`config.mk`:
```
export PLATFORM = sky130hd
export DESIGN_NAME = ram_rr_arbiter
export DESIGN_NICKNAME = d
export VERILOG_FILES = /design/src/rtl/ram_rr_arbiter.sv
export SDC_FILE = /design/constraint.sdc
export NUM_CORES = 1
export LEC_CHECK = 0
export CAP_MARGIN = 5
export CORE_MARGIN = 5
export CORE_UTILIZATION = 35
export CTS_BUF_LIST = sky130_fd_sc_hd__clkbuf_8
export CTS_CLUSTER_DIAMETER = 100
export DETAILED_ROUTE_END_ITERATION = 6
export GPL_TIMING_DRIVEN = 0
export MAX_ROUTING_LAYER = met4
export PLACE_DENSITY_LB_ADDON = 0.25
export SLEW_MARGIN = 20
export SYNTH_ARGS = -nofsm -noshare
export SYNTH_HDL_FRONTEND = slang
export SYNTH_SLANG_ARGS = --single-unit
```
`constraint.sdc`:
```
create_clock -name clk_i -period 1.5 [get_ports clk_i]
set_input_delay 0.225 -clock clk_i [delete_from_list [all_inputs] [get_ports clk_i]]
set_output_delay 0.225 -clock clk_i [all_outputs]
set_load 0.01 [all_outputs]
```
`src/rtl/ram_rr_arbiter.sv`:
```
// Round-robin arbiter and access sequencer for a single-port synchronous RAM.
// Two requesters are serialised into one-cycle RAM strobes; read data returns with a valid pulse.
module ram_rr_arbiter #(
  parameter int unsigned ADDR_W = 4,
  parameter int unsigned DATA_W = 4,
  parameter int unsigned RD_LAT = 1
) (
  input  logic              clk_i,
  input  logic              rst_i,
  input  logic              req0_i,
  input  logic              we0_i,
  input  logic [ADDR_W-1:0] addr0_i,
  input  logic [DATA_W-1:0] wdata0_i,
  output logic              gnt0_o,
  output logic              rvalid0_o,
  input  logic              req1_i,
  input  logic              we1_i,
  input  logic [ADDR_W-1:0] addr1_i,
  input  logic [DATA_W-1:0] wdata1_i,
  output logic              gnt1_o,
  output logic              rvalid1_o,
  output logic [DATA_W-1:0] rdata_o,
  output logic              busy_o,
  output logic [ADDR_W-1:0] ram_addr_o,
  output logic              ram_rden_o,
  output logic              ram_wren_o,
  output logic [DATA_W-1:0] ram_wdata_o,
  input  logic [DATA_W-1:0] ram_rdata_i
);

  localparam int unsigned     CntW    = $clog2(RD_LAT + 1);
  localparam logic [CntW-1:0] CntLast = CntW'(RD_LAT - 1);

  typedef enum logic [1:0] {StIdle, StAccess, StWaitRd} state_e;

  state_e            r_state, w_state_nxt;
  logic              r_owner, w_owner_nxt;
  logic              r_we, w_we_nxt;
  logic              r_last, w_last_nxt;
  logic [CntW-1:0]   r_cnt, w_cnt_nxt;
  logic              r_gnt0, w_gnt0_nxt;
  logic              r_gnt1, w_gnt1_nxt;
  logic              r_rvalid0, w_rvalid0_nxt;
  logic              r_rvalid1, w_rvalid1_nxt;
  logic              r_busy, w_busy_nxt;
  logic              r_rden, w_rden_nxt;
  logic              r_wren, w_wren_nxt;
  logic [ADDR_W-1:0] r_addr, w_addr_nxt;
  logic [DATA_W-1:0] r_wdata, w_wdata_nxt;
  logic [DATA_W-1:0] r_rdata, w_rdata_nxt;
  logic              w_sel;

  // On a tie the requester not granted last wins; otherwise whichever is asking.
  assign w_sel = (req0_i && req1_i) ? ~r_last : req1_i;

  always_ff @(posedge clk_i or posedge rst_i) begin
    if (rst_i) begin
      r_state   <= StIdle;
      r_owner   <= 1'b0;
      r_we      <= 1'b0;
      r_last    <= 1'b1;
      r_cnt     <= '0;
      r_gnt0    <= 1'b0;
      r_gnt1    <= 1'b0;
      r_rvalid0 <= 1'b0;
      r_rvalid1 <= 1'b0;
      r_busy    <= 1'b0;
      r_rden    <= 1'b0;
      r_wren    <= 1'b0;
      r_addr    <= '0;
      r_wdata   <= '0;
      r_rdata   <= '0;
    end else begin
      r_state   <= w_state_nxt;
      r_owner   <= w_owner_nxt;
      r_we      <= w_we_nxt;
      r_last    <= w_last_nxt;
      r_cnt     <= w_cnt_nxt;
      r_gnt0    <= w_gnt0_nxt;
      r_gnt1    <= w_gnt1_nxt;
      r_rvalid0 <= w_rvalid0_nxt;
      r_rvalid1 <= w_rvalid1_nxt;
      r_busy    <= w_busy_nxt;
      r_rden    <= w_rden_nxt;
      r_wren    <= w_wren_nxt;
      r_addr    <= w_addr_nxt;
      r_wdata   <= w_wdata_nxt;
      r_rdata   <= w_rdata_nxt;
    end
  end

  // Outputs are registered, so the strobes and grant seen during ACCESS are
  // computed on the IDLE -> ACCESS transition.
  always_comb begin
    w_state_nxt   = r_state;
    w_owner_nxt   = r_owner;
    w_we_nxt      = r_we;
    w_last_nxt    = r_last;
    w_cnt_nxt     = r_cnt;
    w_addr_nxt    = r_addr;
    w_wdata_nxt   = r_wdata;
    w_rdata_nxt   = r_rdata;
    w_gnt0_nxt    = 1'b0;
    w_gnt1_nxt    = 1'b0;
    w_rvalid0_nxt = 1'b0;
    w_rvalid1_nxt = 1'b0;
    w_rden_nxt    = 1'b0;
    w_wren_nxt    = 1'b0;

    case (r_state)
      StIdle: begin
        if (req0_i || req1_i) begin
          w_owner_nxt = w_sel;
          w_we_nxt    = w_sel ? we1_i : we0_i;
          w_addr_nxt  = w_sel ? addr1_i : addr0_i;
          w_wdata_nxt = w_sel ? wdata1_i : wdata0_i;
          w_gnt0_nxt  = ~w_sel;
          w_gnt1_nxt  = w_sel;
          w_wren_nxt  = w_we_nxt;
          w_rden_nxt  = ~w_we_nxt;
          w_state_nxt = StAccess;
        end
      end
      StAccess: begin
        w_last_nxt  = r_owner;
        w_cnt_nxt   = '0;
        w_state_nxt = r_we ? StIdle : StWaitRd;
      end
      StWaitRd: begin
        if (r_cnt == CntLast) begin
          w_rdata_nxt   = ram_rdata_i;
          w_rvalid0_nxt = ~r_owner;
          w_rvalid1_nxt = r_owner;
          w_state_nxt   = StIdle;
        end else begin
          w_cnt_nxt = r_cnt + 1'b1;
        end
      end
      default: w_state_nxt = StIdle;
    endcase

    w_busy_nxt = (w_state_nxt != StIdle);
  end

  assign gnt0_o      = r_gnt0;
  assign gnt1_o      = r_gnt1;
  assign rvalid0_o   = r_rvalid0;
  assign rvalid1_o   = r_rvalid1;
  assign rdata_o     = r_rdata;
  assign busy_o      = r_busy;
  assign ram_addr_o  = r_addr;
  assign ram_rden_o  = r_rden;
  assign ram_wren_o  = r_wren;
  assign ram_wdata_o = r_wdata;

endmodule

```
# Word-level counts from Yosys, hierarchy flattened
# Index checks and enable logic that the tools add are counted.
# totals
reg_bits	25
latch_bits	0
mem_bits_rw	0
romBits	0
in_bits	26
out_inout_bits	19
elab_cells	52
n_memories	0
# op_classes
n_addsub	1
mul	0
div	0
n_lt_le_gt_ge	0
n_eq_ne	2
shifts	0
mux	22
n_bitwise	5
n_reduce_logical	7
# ops
cell	count
$mux W1	15
$mux W4	2
$mux W2	3
$pmux W2 S3	1
$not A1 Y1	5
$reduce_and A2 Y1	2
$reduce_bool A2 Y1	2
$eq A2 B1 Y1 const B	1
$eq A2 B2 Y1 const B	1
$logic_not A2 Y1	1
$pmux W1 S2	1
$add A1 B1 Y1 const B	1
$logic_and A1 B1 Y1	1
$logic_or A1 B1 Y1	1

# Depth between registers and ports, before layout
# Gate-level depths: netlist of run 1.
# logic_depth
word_depth	6
ltp_mapped	4
depth_no_buf	3

# Worst setup path before layout of run 1
# OpenSTA, ideal clock, no wires.
# synth_path
kind	register -> register
startpoint	register r_last
endpoint	register r_wdata[0], in the netlist ram_wdata_o[0]
arrival_time_ns	1.327
setup_slack_ns	0.048
path_stages_with_launch	5
synth_period_minus_slack_ns	1.452
cell_sequence	dfstp_2 a21bo_2 buf_6 mux2_4 mux2_2
# synth_via
elab_chain_cells	3
# synth_rtl
item	line_no	rtl
from (decl)	39	logic r_last, w_last_nxt;
from (signal assigned)	77	r_last <= w_last_nxt;
$not A1 Y1	54	assign w_sel = (req0_i && req1_i) ? ~r_last : req1_i;
$mux W1	54	
$mux W4	116	w_wdata_nxt = w_sel ? wdata1_i : wdata0_i;
to (signal assigned)	87	r_wdata <= w_wdata_nxt;
to (decl)	49	logic [DATA_W-1:0] r_wdata, w_wdata_nxt;
# Every way passes these cells.
# A chain may end at the register's enable or synchronous reset.

# Worst setup path after layout of run 1
# layout_path
startpoint	register r_last
endpoint	register r_addr[1], in the netlist ram_addr_o[1]
# layout_via
elab_chain_cells	3
# layout_rtl
item	line_no	rtl
$not A1 Y1	54	
$mux W1	54	
$mux W4	115	w_addr_nxt = w_sel ? addr1_i : addr0_i;
to (signal assigned)	86	r_addr <= w_addr_nxt;
to (decl)	48	logic [ADDR_W-1:0] r_addr, w_addr_nxt;
# Every way passes these cells.

==> summary.txt, run 1 <==
CTS Hold Bufs -> 0
Crit path max-delay family -> flip-flops
GRT Overall Usage -> 11.2%
sequential element share of the synthesized area -> 60.6%
RSZ-0062 raised after global routing -> yes
Clock Sink Count -> 24
vias in the first global route -> 694
first-pass GRT wire length -> 3410 um
worst setup margin -> 0.0112 ns
# diodes -> 0
Hold Fails Final Rpt -> 0
Max FO, Critical Path -> 9
share of Yosys cell area claimed by the top area cell type -> 57.9%
largest net degree at the start of global routing -> 25
Cell Area, Synth -> 993 sq um
IO Port Bufs -> 44
Final ANT Viol Nets -> 0
post-synth net total -> 95
Cell Rows -> 19
CTS tree -> yes
Max Cap Viol -> 0
endpoints failing setup -> 0
HP Class -> in -> async
wirelength, routed -> 2030 um
Slew headroom -> 41.0%
Fin Hold WS -> 0.447 ns
Die Span Y -> 63.3 um
Ys Warns -> 0
Die ar. -> 4000 sq um
Core ar. -> 2730 sq um
Reg area -> 602 sq um
post-detail-place hpwl -> 1580 um
multi-input combinational cell area -> 378 sq um
Via density -> 4.58
Synth Register Bits -> 24
die width -> 63.3 um
area grow syn2layout -> 57.3%
Slew @ Worst Pin -> 0.885 ns
Worst Setup Start Kind -> flop
Worst Skew -> 0.00574 ns
Clock Latency Late Sink -> 0.26 ns
Buf/Inv on CP -> 1
H-tree depth -> 1
clock root buffer -> clkbuf_8
Peak VDD IR -> 1.07 mV
worst slack at placement -> -0.433 ns
maximum root-to-sink buffer count -> 2
crit path DAT -> 1.64 ns
Crit path largest cell delay -> 0.55 ns
Avg Inst Size Synth -> 14.4 sq um
period utilization -> 99.3%
gpl congestion -> 0.637
Fillers -> 243
Synth cell types -> 18
synth top area cells -> dfrtp_1 58%, mux2_2 15%, mux2_4 11%
Post-Syn Instances -> 69
initial antenna violation count -> 0
final cell count without fillers -> 149
DP Cell Count -> 144
pwr/cell area -> 1810 nW/um^2
max-slew violation count -> 0
Critical Path RT -> 1.65 ns
IO Count -> 45
minimum clock period -> 1.49 ns
GR Overflow Total -> 0
TritonCTS Buffers -> 3
Clk pin slew, worst setup/hold paths -> 0.08 ns
status -> completed
routed via count -> 682
final core area utilization -> 57.2%
nets -> 145
Crit. End Element -> flop
detailed-router iteration count before antenna repair -> 4
CP max stage cell -> dfstp_2
Max Freq -> 672 MHz
Leakage -> 0.699 nW
crit-path cells -> a21bo_4 > buf_12 > mux2_4 > mux2_2
Worst Setup Path Type -> reg -> reg
Initial Util -> 36.3%
Yosys top cell by area -> dfrtp_1
post-DR wirelength/cell -> 13.6 um
layout cell share with drive strength beyond 1 -> 26.3%
DRC Markers -> 0
DRT iter0 DRCs -> 7
==> metal layers <==
metal / routed length (um) / global-route usage (%)
met1: 801 / 12.4
met4: 34 / 5.45
met2: 1100 / 18.8
met5: 0 / -
met3: 100 / 2.66
==> sequential cells by signal (all words and copies together), names as in the netlist <==
signal and cells:
r_owner 1, ram_wren_o 1, gnt1_o 1, ram_addr_o 4
rdata_o 4, rvalid1_o 1, gnt0_o 1, rvalid0_o 1
ram_wdata_o 4, r_we 1, r_last 1, busy_o 1
ram_rden_o 1, r_state 2
==> area by class of cell <==
class | instances | area share (%)
Sequential cell | 24 | 38.5
Tap cell | 31 | 2.48
Buffer | 3 | 1.84
Multi-Input combinational cell | 38 | 24.2
Timing Repair Buffer | 45 | 28.5
Inverter | 4 | 0.961
Clock buffer | 4 | 3.52
==> final timing paths <==
path	from	cells after the start	slack, ns	to
worst min register to register	r_owner	1	0.45	rvalid0_o
worst min-delay path	rst_i	2	0.45	r_state[1]
min in group clk_i	r_owner	1	0.45	rvalid0_o
worst max register to register	r_last	4	0.01	ram_addr_o[1]
max in group asynchronous	rst_i	2	0.51	busy_o
worst max-delay path	r_last	4	0.01	ram_addr_o[1]
==> through the flow <==
step                total power [mW]  cell area (sq um)  TNS (ns)
finish                          2.82               1560         0
global route                    3.01               1560    -0.230
CTS                             2.87               1560  -0.00675
detailed placement              2.40               1470     -3.79
global placement                2.35               1470     -3.29
floorplan                       1.74                993         0
==> cell usage in the layout, fill, tap and decap left out <==
cell type and count:
dfrtp_1 23, a21o_1 1, mux2i_1 1, inv_1 4, mux2_2 13, buf_4 1
nor3_1 1, clkbuf_1 1, clkbuf_8 4, nor2b_1 2, nand2_1 1, o21ai_0 2
mux2_4 7, buf_12 1, clkdlybuf4s50_1 42, nor2_1 5, dlygate4sd2_1 2, dfstp_2 1
mux2i_2 1, a21bo_4 1, nand2b_1 2, buf_2 1, o21ai_4 1
==> cells in the mapped netlist, drive strengths merged <==
library cell / instances
a21bo: 1
a21o: 1
buf: 2
clkbuf: 1
dfrtp: 23
dfstp: 1
inv: 4
mux2: 20
mux2i: 2
nand2: 1
nand2b: 2
nor2: 5
nor2b: 2
nor3: 1
o21ai: 3
==> cells by family (layout without fill, tap and decap cells) <==
logic type             count (synthesis)  count (layout)  share of synthesized area, %
buffers and inverters                  7              56                          3.53
multiplexers                          22              22                          27.3
AND/OR/NAND/NOR                       11              11                          5.29
AO/OA/AOI/OAI                          5               5                          3.27
flip-flops                            24              24                          60.6
==> power by group <==
group          internal (mW)  switching, mW  total, mW
Clock                  0.234          0.190      0.424
Sequential             0.955          0.145       1.10
Combinational          0.804          0.497       1.30
Total                   1.99          0.832       2.82
==> what timing repair did <==
action / CTS / global route
pin swaps: 0 / 0
cloned: 0 / 0
endpoints found under the setup margin: 7 / 9
resized for setup: 7 / 1
setup buffers: 1 / 0
No activity file was read; power rests on OpenSTA's default activity.
==> run 2, diff against run 1 <==
==> constraint.sdc (replaced) <==
create_clock -name clk_i -period 1.7 [get_ports clk_i]
set_input_delay 0.255 -clock clk_i [delete_from_list [all_inputs] [get_ports clk_i]]
set_output_delay 0.255 -clock clk_i [all_outputs]
set_load 0.01 [all_outputs]
==> run 2 against run 1 <==
Against the previous run: design area shrank 2.0%; count of clock-buffer cells in the layout is the same; flip-flop and latch count is the same; register-to-register slack gained 0.15 ns; global-route usage shrank 0.19 points; worst setup slack gained 0.11 ns; critical path type is now in -> reg; largest power group unchanged; highest routed layer unchanged.
==> summary.txt, run 2 (synthesis gave the netlist of run 1 again) <==
status -> completed
wirelength, routed -> 2000 um (-1.8%)
DRT iter0 DRCs -> 15 (+8)
Final Cell Area -> 1530 sq um (-2.0%)
DP Cell Count -> 144 (unchanged)
CP max stage cell -> clkdlybuf4s50_1
minimum clock period -> 1.58 ns
crit path DAT -> 1.72 ns (+0.08 ns)
Worst Setup Path Type -> in -> reg
Worst Setup Start Kind -> input port
CTS tree -> yes
Clk pin slew, worst setup/hold paths -> 0.08 ns (about the same)
max-slew violation count -> 0 (unchanged)
IO Count -> 45 (unchanged)
Peak VDD IR -> 0.943 mV (-12%)
maximum root-to-sink buffer count -> 2 (unchanged)
Final ANT Viol Nets -> 0 (unchanged)
period utilization -> 92.7%
Max Freq -> 635 MHz
detailed-router iteration count before antenna repair -> 4 (unchanged)
commonest non-fill, non-tap cell in the layout -> clkdlybuf4s50_1
GRT Overall Usage -> 11.0% (-0.19 points)
Clock Latency Late Sink -> 0.26 ns (about the same)
R2R cell count -> 4 (unchanged)
Cell Rows -> 19 (unchanged)
crit-path cells -> clkdlybuf4s50_1 > a21bo_2 > buf_6 > mux2_4 > mux2_2
DRC Markers -> 0 (unchanged)
Hold Fails Final Rpt -> 0 (unchanged)
TritonCTS Buffers -> 3 (unchanged)
WHS Path Cells -> 1
initial antenna violation count -> 0 (unchanged)
area grow syn2layout -> 54.2%
Slew @ Worst Pin -> 0.871 ns (-0.0141 ns)
Max Cap Viol -> 0 (unchanged)
routed via count -> 676 (-0.88%)
Critical Path RT -> 1.85 ns (+0.20 ns)
pwr/cell area -> 1600 nW/um^2 (-11%)
Placed Area -> 1470 sq um (unchanged)
Fin Hold WS -> 0.451 ns (+0.00421 ns)
CTS Hold Bufs -> 0 (unchanged)
Die Span Y -> 63.3 um (unchanged)
# diodes -> 0 (unchanged)
vias in the first global route -> 699 (+0.72%)
first-pass GRT wire length -> 3410 um (unchanged)
gpl congestion -> 0.637 (unchanged)
met2 Use GR -> 18.6% (-0.26 points)
Worst Skew -> 0.00466 ns (-0.00108 ns)
nets -> 144 (-0.69%)
layout cell share with drive strength beyond 1 -> 24.8% (-1.5 points)
Die ar. -> 4000 sq um (unchanged)
Via density -> 4.57 (-0.21%)
Core ar. -> 2730 sq um (unchanged)
most frequent cells in the layout -> 44 x clkdlybuf4s50_1, 23 x dfrtp_1, 13 x mux2_2
Clock Sink Count -> 24 (unchanged)
met1 usage -> 12.1% (-0.34 points)
Initial Util -> 36.3% (unchanged)
RSZ-0062 raised after global routing -> no
Crit. End Element -> flop
HP Class -> reg -> reg
Max FO, Critical Path -> 10 (+1)
GR Overflow Total -> 0 (unchanged)
die width -> 63.3 um (unchanged)
Fillers -> 243 (unchanged)
Top Usage Layer GRT -> met2
final cell count without fillers -> 148 (-0.67%)
H-tree depth -> 1 (unchanged)
endpoints failing setup -> 0 (unchanged)
IO Port Bufs -> 44 (unchanged)
largest net degree at the start of global routing -> 25 (unchanged)
post-detail-place hpwl -> 1580 um (unchanged)
post-DR wirelength/cell -> 13.5 um (-1.1%)
grt met3 use -> 2.66% (unchanged)
clock root buffer -> clkbuf_8
Leakage -> 0.687 nW (-1.7%)
Crit path largest cell delay -> 0.50 ns (-0.05 ns)
Slew headroom -> 41.9% (+0.94 points)
run 2: cell count changes in the layout (fill, tap and decap cells not counted):
cell,change
a21bo_4,-1
o21ai_4,-1
buf_12,-1
a21bo_2,+1
buf_4,-1
o21ai_2,+1
mux2i_1,+1
buf_6,+1
dlygate4sd2_1,-2
clkdlybuf4s50_1,+2
mux2i_2,-1
run 2: final cells by class:
| cell class | count | area [sq um] | area share [%] |
|---|---|---|---|
| plain buffers | 3 | 20.0 | 1.31 |
| well taps | 31 | 38.8 | 2.53 |
| clock buffers | 4 | 55.1 | 3.59 |
| repair buffers | 44 | 440 | 28.8 |
| flip-flops and latches | 24 | 602 | 39.3 |
| inverters | 4 | 15.0 | 0.980 |
| multi-input cells | 38 | 360 | 23.5 |
run 2: worst max-delay path: cells and delay by family:
kind / cells / cell delay, ns
AOI/OAI and AO/OA: 1 / 0.25
buffers and inverters: 2 / 0.66
muxes: 2 / 0.55
run 2: report_power, final:
part | switching, mW | leakage, nW | internal, mW
Combinational | 0.427 | 0.367 | 0.687
Clock | 0.164 | 0.0288 | 0.206
Sequential | 0.125 | 0.291 | 0.842
run 2: what timing repair did:
action,CTS,global route
setup endpoints to repair,0,3
hold endpoints to repair,0,0
gates resized for setup,0,1
setup buffers,0,0
run 2: path summary, 6_finish.rpt:
| path | from | endpoint | slack (ns) |
|---|---|---|---|
| setup / recovery | req1_i | ram_addr_o[1] | 0.12 |
| hold / removal | r_owner | rvalid0_o | 0.45 |
| setup reg to reg | r_last | ram_addr_o[1] | 0.16 |
| hold reg to reg | r_owner | rvalid0_o | 0.45 |
| max in group asynchronous | rst_i | busy_o | 0.69 |
| min in group asynchronous | rst_i | r_state[1] | 0.47 |
run 2: routing by layer:
| metal | vias up | part of all wire (%) |
|---|---|---|
| li1 | 323 | - |
| met1 | 327 | 38 |
| met2 | 22 | 55 |
| met3 | 4 | 5.2 |
| met4 | 0 | 1.7 |
| met5 | - | 0 |
run 2: metrics by stage:
step / setup slack [ns] / utilization [%] / power, mW / setup TNS (ns)
floorplan: 0.248 / - / 1.53 / 0
CTS: 0.0153 / 55.9 / 2.50 / 0
detailed placement: -0.263 / 53.9 / 2.11 / -1.37
finish: 0.125 / 56.0 / 2.45 / 0
global route: 0.0936 / 56.0 / 2.62 / 0
global placement: -0.228 / 53.9 / 2.07 / -1.09
==> run 3, diff against run 2 <==
--- a/config.mk
+++ b/config.mk
@@ -7,8 +7,8 @@
 export LEC_CHECK = 0
 export CAP_MARGIN = 5
 export CORE_MARGIN = 5
-export CORE_UTILIZATION = 35
-export CTS_BUF_LIST = sky130_fd_sc_hd__clkbuf_8
+export CORE_UTILIZATION = 42
+export CTS_BUF_LIST = sky130_fd_sc_hd__clkbuf_4
 export CTS_CLUSTER_DIAMETER = 100
 export DETAILED_ROUTE_END_ITERATION = 6
 export GPL_TIMING_DRIVEN = 0
==> run 3 against run 2 <==
Against the previous run: via count grew 2.2%; register-to-register slack barely moved; global-route usage is 2.1 points higher; critical endpoint is now ram_wdata_o[2]; critical path type is now reg -> reg.
==> summary.txt, run 3 (synthesis gave the netlist of run 1 again) <==
RSZ-0062 raised after global routing -> no
Crit. End Element -> flop
Peak VDD IR -> 0.911 mV (-3.4%)
Via density -> 4.77 (+4.3%)
Clock Sink Count -> 24 (unchanged)
pwr/cell area -> 1560 nW/um^2 (-2.3%)
final core area utilization -> 67.3% (+11 points)
IO Port Bufs -> 44 (unchanged)
Die ar. -> 3440 sq um (-14%)
CTS tree -> yes
nets -> 144 (unchanged)
commonest non-fill, non-tap cell in the layout -> clkdlybuf4s50_1
Max Freq -> 649 MHz (+2.3%)
setup_tns -> 0 ns (unchanged)
Initial Util -> 44.5% (+8.1 points)
crit path DAT -> 1.75 ns (+0.03 ns)
endpoints failing setup -> 0 (unchanged)
Worst Skew -> 0.00336 ns (-0.00131 ns)
Hold Fails Final Rpt -> 0 (unchanged)
worst setup margin -> 0.160 ns (+0.0356 ns)
Core ar. -> 2230 sq um (-18%)
TritonCTS Buffers -> 3 (unchanged)
minimum clock period -> 1.54 ns (-0.0356 ns)
Placed Area -> 1470 sq um (-0.25%)
final cell count without fillers -> 145 (-2.0%)
Worst Setup Start Kind -> flop
max-slew violation count -> 0 (unchanged)
# diodes -> 0 (unchanged)
Post CTS Setup Buffer Count -> 0 (unchanged)
DRC Markers -> 0 (unchanged)
routed via count -> 691 (+2.2%)
H-tree depth -> 1 (unchanged)
Clk pin slew, worst setup/hold paths -> 0.12 ns (+0.04 ns)
detailed-router iteration count before antenna repair -> 2 (-2)
clock root buffer -> clkbuf_4
die width -> 58.6 um (-7.3%)
Final Cell Area -> 1500 sq um (-1.9%)
HP Class -> in -> async
GRT Overall Usage -> 13.2% (+2.1 points)
Worst Setup Path Type -> reg -> reg
vias in the first global route -> 763 (+9.2%)
area grow syn2layout -> 51.3%
Max Cap Viol -> 0 (unchanged)
wirelength, routed -> 1960 um (-1.7%)
Slew headroom -> 42.3% (+0.37 points)
DRT iter0 DRCs -> 1 (-14)
initial antenna violation count -> 0 (unchanged)
GR Overflow Total -> 0 (unchanged)
post-DR wirelength/cell -> 13.5 um (+0.33%)
layout cell share with drive strength beyond 1 -> 24.8% (unchanged)
post-layout power -> 2.35 mW (-4.1%)
R2R cell count -> 4 (unchanged)
Cell Rows -> 17 (-2)
DP Cell Count -> 141 (-2.1%)
IO Count -> 45 (unchanged)
Clock Latency Late Sink -> 0.31 ns (+0.05 ns)
most frequent cells in the layout -> 44 x clkdlybuf4s50_1, 23 x dfrtp_1, 13 x mux2_2
Die Span Y -> 58.6 um (-7.3%)
Critical Path RT -> 1.91 ns (+0.06 ns)
Final ANT Viol Nets -> 0 (unchanged)
Leakage -> 0.677 nW (-1.5%)
worst slack at placement -> -0.279 ns (-0.0157 ns)
status -> completed
gpl congestion -> 0.639 (+0.27%)
maximum root-to-sink buffer count -> 2 (unchanged)
Max FO, Critical Path -> 10 (unchanged)
largest net degree at the start of global routing -> 25 (unchanged)
Slew @ Worst Pin -> 0.865 ns (-0.00556 ns)
post-detail-place hpwl -> 1550 um (-2.0%)
Fin Hold WS -> 0.408 ns (-0.0436 ns)
period utilization -> 90.6% (-2.1 points)
first-pass GRT wire length -> 3290 um (-3.4%)
run 3: cell counts in the layout (fill, tap and decap cells not counted):
Identical to the previous run, type by type.
run 3: timing repair:
action / 4_1_cts / 5_1_grt
hold buffers: 0 / 0
gates resized for setup: 0 / 1
endpoints found under the hold margin: 0 / 0
endpoints found under the setup margin: 0 / 3
run 3: report_power, final:
| group | switching (mW) | internal (mW) |
|---|---|---|
| clock network | 0.161 | 0.108 |
| registers | 0.124 | 0.840 |
| logic | 0.433 | 0.687 |
run 3: cell type report:
cell class              instances  area [sq um]
plain buffers                   3          20.0
multi-input cells              38           360
fillers                       190           731
flip-flops and latches         24           602
clock buffers                   4          30.0
well taps                      28          35.0
repair buffers                 44           440
inverters                       4          15.0
run 3: worst paths after layout:
path	slack, ns	from	endpoint
min in group clk_i	0.46	r_owner	rvalid0_o
setup reg to reg	0.16	r_last	ram_wdata_o[2]
setup / recovery	0.16	r_last	ram_wdata_o[2]
max in group asynchronous	0.76	rst_i	ram_addr_o[1]
hold reg to reg	0.46	r_owner	rvalid0_o
hold / removal	0.41	rst_i	ram_wdata_o[2]
run 3: worst max-delay path, cell delays in order (launching register included):
cell and delay [ns]:
dfstp_2 0.55, a21bo_2 0.15, buf_6 0.17, mux2_4 0.31, mux2_2 0.26
run 3: layer usage:
metal	global-route usage, %	up-vias	wire (um)
met5	-	-	0
met4	6.80	0	33
met3	2.63	4	114
met2	24.1	23	1060
met1	13.0	338	757
li1	-	326	-
